[src/rtl/pulse_detector_pkg.sv]
`default_nettype none
// +-----------------------------------------------------------------+
// | pulse_detector_pkg : shared types and constants for the detector |
// | Rev 1.0                                                          |
// +-----------------------------------------------------------------+
package pulse_detector_pkg;

   localparam int POWER_W     = 32;
   localparam int THR_W       = 48;
   localparam int DEF_MIN_ON  = 3;
   localparam int DEF_MIN_OFF = 3;

   typedef enum logic [2:0] {
      WAIT_THR = 3'd0,
      IDLE     = 3'd1,
      RISE     = 3'd2,
      HIGH     = 3'd3,
      FALL     = 3'd4
   } state_t;

endpackage
`default_nettype wire

[src/rtl/pulse_detector_iq_power.sv]
`default_nettype none
// +-----------------------------------------------------------------+
// | iq_power : two-stage re^2 + im^2 with valid/timestamp sidebands  |
// | Rev 1.0                                                          |
// +-----------------------------------------------------------------+
module iq_power
   import pulse_detector_pkg::*;
#(
   parameter int TS_W = 32
) (
   input  logic               clk,
   input  logic               reset,
   input  logic signed [15:0] re_i,
   input  logic signed [15:0] im_i,
   input  logic               valid_i,
   input  logic [TS_W-1:0]    ts_i,
   output logic [POWER_W-1:0] power_o,
   output logic               valid_o,
   output logic [TS_W-1:0]    ts_o
);

   logic signed [31:0] re_sq_w;
   logic signed [31:0] im_sq_w;
   logic [31:0]        re_sq_q;
   logic [31:0]        im_sq_q;
   logic               valid1_q;
   logic [TS_W-1:0]    ts1_q;
   logic [POWER_W-1:0] power_q;
   logic               valid2_q;
   logic [TS_W-1:0]    ts2_q;

   // Each square is at most 2^30, so the sum never exceeds 2^31.
   assign re_sq_w = 32'(re_i) * 32'(re_i);
   assign im_sq_w = 32'(im_i) * 32'(im_i);

   always_ff @(posedge clk or posedge reset) begin
      if (reset) begin
         re_sq_q  <= '0;
         im_sq_q  <= '0;
         valid1_q <= 1'b0;
         ts1_q    <= '0;
         power_q  <= '0;
         valid2_q <= 1'b0;
         ts2_q    <= '0;
      end else begin
         re_sq_q  <= $unsigned(re_sq_w);
         im_sq_q  <= $unsigned(im_sq_w);
         valid1_q <= valid_i;
         ts1_q    <= ts_i;
         power_q  <= re_sq_q + im_sq_q;
         valid2_q <= valid1_q;
         ts2_q    <= ts1_q;
      end
   end

   assign power_o = power_q;
   assign valid_o = valid2_q;
   assign ts_o    = ts2_q;

endmodule
`default_nettype wire

[src/rtl/pulse_detector.sv]
`default_nettype none
// +-----------------------------------------------------------------+
// | pulse_detector : hysteretic pulse start/end with TOA and width   |
// | Optional peak power output when PEAK_POWER_EN is defined. Rev 1.0|
// +-----------------------------------------------------------------+
module pulse_detector
   import pulse_detector_pkg::*;
#(
   parameter int MIN_ON  = DEF_MIN_ON,
   parameter int MIN_OFF = DEF_MIN_OFF,
   parameter int WIDTH_W = 24,
   parameter int TS_W    = 32
) (
   input  logic               clk,
   input  logic               reset,
   input  logic signed [15:0] real_part,
   input  logic signed [15:0] imag_part,
   input  logic               data_valid,
   input  logic [THR_W-1:0]   threshold,
   input  logic               threshold_calculated,
   output logic               pulse_start,
   output logic               pulse_end,
   output logic [TS_W-1:0]    pulse_toa,
   output logic [WIDTH_W-1:0] pulse_width,
   output logic               in_pulse
`ifdef PEAK_POWER_EN
   ,
   output logic [POWER_W-1:0] pulse_peak
`endif
);

   localparam int CNT_MAX = (MIN_ON > MIN_OFF) ? MIN_ON : MIN_OFF;
   localparam int CNT_W   = $clog2(CNT_MAX + 1);

   logic [TS_W-1:0]    ts_q;
   logic [THR_W-1:0]   thr_q;
   logic [POWER_W-1:0] pwr;
   logic               pwr_valid;
   logic [TS_W-1:0]    pwr_ts;

   state_t             state_q;
   logic [CNT_W-1:0]   on_cnt_q;
   logic [CNT_W-1:0]   off_cnt_q;
   logic [WIDTH_W-1:0] width_q;
   logic [TS_W-1:0]    cand_toa_q;
   logic               pulse_start_q;
   logic               pulse_end_q;
   logic               in_pulse_q;
   logic [TS_W-1:0]    pulse_toa_q;
   logic [WIDTH_W-1:0] pulse_width_q;

   logic               above_valid;
   logic               below_valid;
   logic               start_fire;
   logic               end_fire;
   logic [WIDTH_W:0]   width_inc_sum;
   logic [WIDTH_W:0]   width_bridge_sum;
   logic [WIDTH_W-1:0] width_inc_d;
   logic [WIDTH_W-1:0] width_bridge_d;

   always_ff @(posedge clk or posedge reset) begin
      if (reset) begin
         ts_q  <= '0;
         thr_q <= '0;
      end else begin
         if (data_valid) ts_q <= ts_q + 1'b1;
         if (threshold_calculated) thr_q <= threshold;
      end
   end

   iq_power #(
      .TS_W (TS_W)
   ) u_iq_power (
      .clk     (clk),
      .reset   (reset),
      .re_i    (real_part),
      .im_i    (imag_part),
      .valid_i (data_valid),
      .ts_i    (ts_q),
      .power_o (pwr),
      .valid_o (pwr_valid),
      .ts_o    (pwr_ts)
   );

   // A negative or >= 2^32 threshold has nonzero upper bits: nothing is above it.
   assign above_valid = pwr_valid && (thr_q[THR_W-1:POWER_W] == '0) && (pwr > thr_q[POWER_W-1:0]);
   assign below_valid = pwr_valid && !above_valid;

   assign start_fire = threshold_calculated && above_valid &&
                       (((state_q == IDLE) && (MIN_ON == 1)) ||
                        ((state_q == RISE) && (on_cnt_q == CNT_W'(MIN_ON - 1))));
   assign end_fire   = threshold_calculated && below_valid &&
                       (((state_q == HIGH) && (MIN_OFF == 1)) ||
                        ((state_q == FALL) && (off_cnt_q == CNT_W'(MIN_OFF - 1))));

   always_comb begin
      width_inc_sum    = {1'b0, width_q} + (WIDTH_W + 1)'(1);
      width_bridge_sum = {1'b0, width_q} + (WIDTH_W + 1)'(off_cnt_q) + (WIDTH_W + 1)'(1);
      width_inc_d      = width_inc_sum[WIDTH_W]    ? '1 : width_inc_sum[WIDTH_W-1:0];
      width_bridge_d   = width_bridge_sum[WIDTH_W] ? '1 : width_bridge_sum[WIDTH_W-1:0];
   end

   always_ff @(posedge clk or posedge reset) begin
      if (reset) begin
         state_q       <= WAIT_THR;
         on_cnt_q      <= '0;
         off_cnt_q     <= '0;
         width_q       <= '0;
         cand_toa_q    <= '0;
         pulse_start_q <= 1'b0;
         pulse_end_q   <= 1'b0;
         in_pulse_q    <= 1'b0;
         pulse_toa_q   <= '0;
         pulse_width_q <= '0;
      end else begin
         pulse_start_q <= 1'b0;
         pulse_end_q   <= 1'b0;
         if (pulse_end_q) in_pulse_q <= 1'b0;

         if (!threshold_calculated) begin
            state_q    <= WAIT_THR;
            on_cnt_q   <= '0;
            off_cnt_q  <= '0;
            width_q    <= '0;
            in_pulse_q <= 1'b0;
         end else begin
            if (start_fire) begin
               pulse_start_q <= 1'b1;
               in_pulse_q    <= 1'b1;
               pulse_toa_q   <= (state_q == IDLE) ? pwr_ts : cand_toa_q;
               width_q       <= WIDTH_W'(MIN_ON);
            end
            if (end_fire) begin
               pulse_end_q   <= 1'b1;
               pulse_width_q <= width_q;
            end

            case (state_q)
               WAIT_THR: state_q <= IDLE;
               IDLE: begin
                  if (above_valid) begin
                     cand_toa_q <= pwr_ts;
                     on_cnt_q   <= CNT_W'(1);
                     state_q    <= (MIN_ON == 1) ? HIGH : RISE;
                  end
               end
               RISE: begin
                  if (above_valid) begin
                     on_cnt_q <= on_cnt_q + 1'b1;
                     if (start_fire) state_q <= HIGH;
                  end else if (below_valid) begin
                     on_cnt_q <= '0;
                     state_q  <= IDLE;
                  end
               end
               HIGH: begin
                  if (above_valid) begin
                     width_q <= width_inc_d;
                  end else if (below_valid) begin
                     off_cnt_q <= CNT_W'(1);
                     state_q   <= end_fire ? IDLE : FALL;
                  end
               end
               FALL: begin
                  // Gap samples are folded back into the width when the pulse resumes.
                  if (above_valid) begin
                     width_q   <= width_bridge_d;
                     off_cnt_q <= '0;
                     state_q   <= HIGH;
                  end else if (below_valid) begin
                     if (end_fire) begin
                        off_cnt_q <= '0;
                        state_q   <= IDLE;
                     end else begin
                        off_cnt_q <= off_cnt_q + 1'b1;
                     end
                  end
               end
               default: state_q <= WAIT_THR;
            endcase
         end
      end
   end

   assign pulse_start = pulse_start_q;
   assign pulse_end   = pulse_end_q;
   assign in_pulse    = in_pulse_q;
   assign pulse_toa   = pulse_toa_q;
   assign pulse_width = pulse_width_q;

`ifdef PEAK_POWER_EN
   logic [POWER_W-1:0] peak_run_q;
   logic [POWER_W-1:0] pulse_peak_q;

   always_ff @(posedge clk or posedge reset) begin
      if (reset) begin
         peak_run_q   <= '0;
         pulse_peak_q <= '0;
      end else if (!threshold_calculated) begin
         peak_run_q <= '0;
      end else begin
         if (pwr_valid) begin
            if (state_q == IDLE) begin
               if (above_valid) peak_run_q <= pwr;
            end else if ((state_q != WAIT_THR) && (pwr > peak_run_q)) begin
               peak_run_q <= pwr;
            end
         end
         if (end_fire) pulse_peak_q <= (pwr > peak_run_q) ? pwr : peak_run_q;
      end
   end

   assign pulse_peak = pulse_peak_q;
`else
   // Peak tracking is not built in this configuration.
`endif

endmodule
`default_nettype wire

[config.mk]
export PLATFORM = sky130hd
export DESIGN_NAME = pulse_detector
export DESIGN_NICKNAME = d
export VERILOG_FILES = /design/src/rtl/pulse_detector_pkg.sv /design/src/rtl/pulse_detector_iq_power.sv /design/src/rtl/pulse_detector.sv
export SDC_FILE = /design/constraint.sdc
export NUM_CORES = 2
export LEC_CHECK = 0
export BUFFER_PORTS_ARGS = -buffer_cell sky130_fd_sc_hd__buf_4
export CAP_MARGIN = 30
export CELL_PAD_IN_SITES_DETAIL_PLACEMENT = 0
export CELL_PAD_IN_SITES_GLOBAL_PLACEMENT = 1
export CORE_ASPECT_RATIO = 1.25
export CORE_UTILIZATION = 46
export DETAILED_ROUTE_END_ITERATION = 12
export PLACE_DENSITY = 0.9
export SETUP_SLACK_MARGIN = 0.4
export SYNTH_ARGS = -nofsm -noshare
export SYNTH_HDL_FRONTEND = slang
export SYNTH_SLANG_ARGS = --single-unit
[constraint.sdc]
create_clock -name clk -period 13.7 [get_ports clk]
set_input_delay 4.11 -clock clk [delete_from_list [all_inputs] [get_ports clk]]
set_output_delay 4.11 -clock clk [all_outputs]
set_load 0.03 [all_outputs]
# Word level (Yosys, flattened, before mapping)

Index checks and enable logic that the tools add are counted.

Register bits: 364
Output and inout port bits: 59
Input bits: 84
Logic and storage cells: 102

Add/subtract/negate cells: 7
Reductions and logical operators: 18
Multiply operators: 2
$lt $le $gt $ge: 1
Eq/ne operators: 16
Mux-type cells: 39

Operators with widths:

| kind                  | count |
|---|---|
| $mux 24               | 6 |
| $mul 16x16->32        | 2 |
| $pmux 24 s2           | 1 |
| $mux 3                | 11 |
| $add 32x1->32 const B | 1 |
| $add 32x32->32        | 1 |
| $gt 32x32->1          | 1 |
| $mux 32               | 1 |
| $add 24x1->25 const B | 1 |
| $add 24x2->25         | 1 |
| $add 25x1->25 const B | 1 |
| $mux 2                | 10 |
| $logic_not 16->1      | 1 |
| $ne 4x4->1 const B    | 4 |
| $pmux 3 s5            | 1 |
| $logic_and 1x1->1     | 9 |
| $ne 3x1->1 const B    | 3 |
| $ne 3x3->1 const B    | 3 |
| $pmux 2 s2            | 2 |
| $mux 1                | 7 |
| $reduce_and 7->1      | 1 |
| $eq 3x2->1 const B    | 2 |
| $reduce_and 3->1      | 2 |
| $add 2x1->2 const B   | 2 |
| other kinds (7)       | 9 |

# Depth between registers and ports, before layout

Word-level depth: 12
Mapped depth: 25
Mapped depth without buffers: 24

# Modules after synthesis

Synthesis repeated with hierarchy kept, for this count alone.

Cell total of the unflattened synthesis: 3,351
Area, all modules: 33,781.1 µm²

Modules (own cells, without submodules):

| module         | seq. area each (µm²) | instances | area an instance (µm²) | cells each |
|---|---|---|---|---|
| iq_power       | 4,003.8              | 1         | 23,161.0               | 2,317 |
| pulse_detector | 5,054.8              | 1         | 10,620.2               | 1,034 |

# Worst setup path after synthesis

OpenSTA, ideal clock, no wires.

Path type: input to register
Start point: input port imag_part[1]
End point: register u_iq_power.im_sq_q[28]
Path buffers: 2
Data arrival time: 9.943 ns
Stages on the path: 21
Data required time: 13.576 ns
Path slack: 3.633 ns
Library setup time: 0.124 ns
Cells stage by stage: clkbuf_1 -> clkbuf_1 -> nand2_1 -> fa_1 -> fa_1 -> fa_1 -> inv_1 -> fa_1 -> fa_1 -> inv_1 -> fa_1 -> inv_1 -> ha_1 -> or2_2 -> a21oi_1 -> o32a_1 -> o311ai_0 -> a221o_1 -> a31o_2 -> and4_1 -> a211o_1

Cells in the longest elaborated chain, start to end: 1

Ends and longest elaborated chain:

| item                       | line                          | text |
|---|---|---|
| start, declared            | pulse_detector.sv:17          | `input logic signed [15:0] imag_part,` |
| $mul 16x16->32             | pulse_detector_iq_power.sv:34 | `assign im_sq_w = 32'(im_i) * 32'(im_i);` |
| via u_iq_power.im_sq_w[28] | pulse_detector_iq_power.sv:23 | `logic signed [31:0] im_sq_w;` |
| end signal, assigned       | pulse_detector_iq_power.sv:47 | `im_sq_q <= $unsigned(im_sq_w);` |
| end, declared              | pulse_detector_iq_power.sv:25 | `logic [31:0] im_sq_q;` |

The timed path passes the listed nets, and every way through them passes these cells.
A chain may end at the register's enable or synchronous reset.

# Worst setup path in the final report

Start point: input port real_part[3]
End point: register u_iq_power.re_sq_q[31]

Cells in the longest elaborated chain, start to end: 1

Ends and longest elaborated chain:

| item                       | line                          | text |
|---|---|---|
| start, declared            | pulse_detector.sv:16          | `input logic signed [15:0] real_part,` |
| $mul 16x16->32             | pulse_detector_iq_power.sv:33 | `assign re_sq_w = 32'(re_i) * 32'(re_i);` |
| via u_iq_power.re_sq_w[31] | pulse_detector_iq_power.sv:22 | `logic signed [31:0] re_sq_w;` |
| end signal, assigned       | pulse_detector_iq_power.sv:46 | `re_sq_q <= $unsigned(re_sq_w);` |
| end, declared              | pulse_detector_iq_power.sv:24 | `logic [31:0] re_sq_q;` |

The timed path passes the listed nets, and every way through them passes these cells.

==> impl_results.md <==
* Clock latency at the later pin of the worst-skew pair at 0.55 ns
* TritonRoute pass-1 iters at 5
* # DRC at 0
* Hold buffers post-CTS at 0
* Crit. Startpoint: real_part[3]
* Post-CTS Setup Repair Bufs at 0
* Total length of routed met3 wires at approximately 2800 um
* Die Y at 303 um
* Fill cell count at 6472
* Synth unique cells at 68
* Die X at approximately 240 um
* Highest metal used: met5
* First-pass GRT wire length at about 120000 um
* Cell Chain, Critical Path: buf_4 -> nand2_1 -> inv_1 -> fa_1 -> inv_1 -> fa_1 -> fa_1 -> inv_1 -> fa_1 -> fa_1 -> inv_1 -> fa_1 -> inv_1 -> ha_1 -> a21o_1 -> a221oi_1 -> nor2b_1 -> a211oi_1 -> a211oi_1 -> a31oi_1 -> o211ai_1 -> mux2i_1 -> nand4_1
* Multi-input combinational cell area at around 21000 um^2
* Core Area at around 72000 um^2
* Mapped Cells at around 3300
* Bufs on Longest Clock Path at 3
* Most used cell, CP: fa_1
* Finish-stage setup viols at 0
* Number of max-cap violations at 0
* Total CTS buffers at 37
* Row Count at 110
* WP data arrival at 10.47 ns
* Setup repair after global routing missed its margin: no
* Via-to-Cell Ratio at a little over 5
* Startpoint of the worst hold path: u_iq_power.ts1_q[30]
* Nets at about 4200
* Prevailing post-synth register cell: dfrtp_1
* Minimum clock period at ~10 ns
* Drt wl/cell at around 16 um
* Diodes inserted at 0
* Largest net degree at the start of global routing at 102
* Rel. slew slack at approximately a third
* CP required at between 10 and 15 ns
* Fmax at between 90 and 100 MHz
* Initial core utilization at a little under half
* Post-synth EDFFs at 0
* Fraction of layout cells with a size suffix above 1 at under 10%
* Initial DRC count at around 1100
* Max incr delay on CP at 0.62 ns
* Min-delay worst type: reg -> reg
* Mapped Nets at approximately 4100
* Worst slew pin tran at a little over 1 ns
* Routed via count at around 22000
* Final Hold Viols at 0
* ANT nets after route at 0
* Met1 wire length at between 20000 and 30000 um
* Startpoint Class: input port
* Status: completed
* Slew Limit Fails at 0
* #FFs+latches synth at approximately 360
* Reg2reg start: thr_q[40]
* Post-Route WL at about 71000 um
* Root Driver: clkbuf_16
* IO Port Bufs at ~140
* Ys async rst share at 100%
* Final Cycle Share at between 70% and 80%
* TNS Setup at 0 ns
* Placer congestion estimate at ~0.87
* Global-route usage over all layers at between 20 and 25%
* Final Skew at approximately 0.024 ns
* Crit. End Element: register
* Die area at approximately 74000 um^2
* CTS H-tree depth at 2
* Register area at around 9100 um^2
* TritonCTS clock tree: built
* Syn_area_per_cell at 10.2 um^2
* Antenna violations before repair at 1
* Vias in the first global route at 23800
* Slowest CP cell: a211oi_1
* Syn-to-layout area delta at 9.58%
* Grt ovf at 0
* Dpl hpwl at between 50000 and 60000 um
* Ports at between 100 and 150
* Worst Path Max Fanout at 13
* Final core occ at between 50% and 60%
* Clock sink count at between 300 and 400
* Met2 routed wirelength at ~38000 um
* Synth warnings at 0
* Seq/Total Area, Yosys at between 20 and 30%
* Clock transition at the registers of the reported paths at 0.06 ns
* Crit Path Category: in -> reg
* Post-CTS sizing at 0
* Netlist area before placement at approximately 33000 um^2
final cells by class:
class / instances / share of cell area, %
timing repair buffer: 154 / 3.32
sequential: 362 / 24.8
tap: 952 / 3.26
clock buffer: 55 / 2.91
inverter: 704 / 7.23
clock inverter: 11 / 0.376
multi-input combinational: 2105 / 58.1
metal layers:
metal | global-route usage [%] | up-vias
met5 | 0 | -
met4 | 7.68 | 2
met3 | 1.97 | 143
met2 | 37.3 | 487
met1 | 23.8 | 11200
li1 | - | 10400
critical path: cells and delay by family:
kind / cells / cell delay [ns]
simple gates: 3 / 0.35
compound gates: 6 / 2.09
fa+ha+maj: 7 / 3.28
buf+inv: 6 / 0.45
mux: 1 / 0.17
final timing paths:
| check | to | slack [ns] | cells past startpoint |
|---|---|---|---|
| max reg2reg | cand_toa_q[18] | 9.90 | 7 |
| min reg2reg | u_iq_power.ts_o[30] | 0.34 | 0 |
| max in group asynchronous | u_iq_power.ts1_q[15] | 8.51 | 5 |
| max | u_iq_power.re_sq_q[31] | 3.66 | 23 |
| min in group asynchronous | thr_q[5] | 3.52 | 2 |
| min | u_iq_power.ts_o[30] | 0.34 | 0 |
cell usage after synthesis (6+ instances only):
cell type,count,area share [%]
inv_1,702,7.9
fa_1,469,28
dfrtp_1,362,27
nand2_1,269,3.0
ha_1,252,9.4
nor2_1,144,1.6
xnor2_1,133,3.5
a21oi_1,129,1.9
o21ai_0,97,1.5
clkbuf_1,82,0.92
and2_1,69,1.3
a21o_1,56,1.3
mux2_2,55,1.9
xor2_1,53,1.4
nand3_1,38,0.57
mux2i_1,37,1.1
nand4_1,31,0.58
a211oi_1,28,0.63
nor3_1,25,0.37
mux2_4,19,0.85
and3_1,18,0.34
o21bai_1,17,0.38
buf_1,15,0.17
a31o_2,14,0.37
or2_2,12,0.22
o21a_1,11,0.25
and4_1,10,0.26
nand2b_1,10,0.19
nor2b_1,9,0.17
or3_1,9,0.17
o211ai_1,7,0.16
o31ai_1,6,0.13
placed cells by master, fill, tap and decap left out, types with 69 or more instances in the layout:
master   Yosys  routed
a21oi_1    129     129
and2_1      69      69
buf_4        0     151
dfrtp_1    362     362
fa_1       469     469
ha_1       252     252
inv_1      702     701
nand2_1    269     269
nor2_1     144     144
o21ai_0     97      97
xnor2_1    133     133
per-stage QoR:
step	cell area, um^2	instances	setup WS [ns]	hold WS (ns)
6_report	36600	4343	3.66	0.344
5_1_grt	36600	4343	3.23	0.349
4_1_cts	36500	4341	3.65	0.348
3_5_place_dp	35300	4275	3.10	0.335
3_3_place_gp	35300	4274	3.22	0.331
2_1_floorplan	33400	3275	3.63	0.331
sequential cells by signal, indices dropped and copies added, names as in the netlist, 3 cells and up:
name	cells
cand_toa_q	32
pulse_toa	32
pulse_width	24
state_q	3
thr_q	48
ts_q	32
u_iq_power.im_sq_q	31
u_iq_power.power_o	32
u_iq_power.re_sq_q	31
u_iq_power.ts1_q	32
u_iq_power.ts_o	32
width_q	24
cell families after synthesis:
group,share of synthesized area (%)
and+or+nand+nor,9.36
AOI/OAI and AO/OA,8.06
DFF,27.1
adders and majority gates,37.6
muxes,3.82
xor gates and xnor gates,4.88
buffers and inverters,9.17
Power is left out: the tool's default activity adds up to more than one toggle a clock period on the data nets, which glitch-free logic cannot reach.
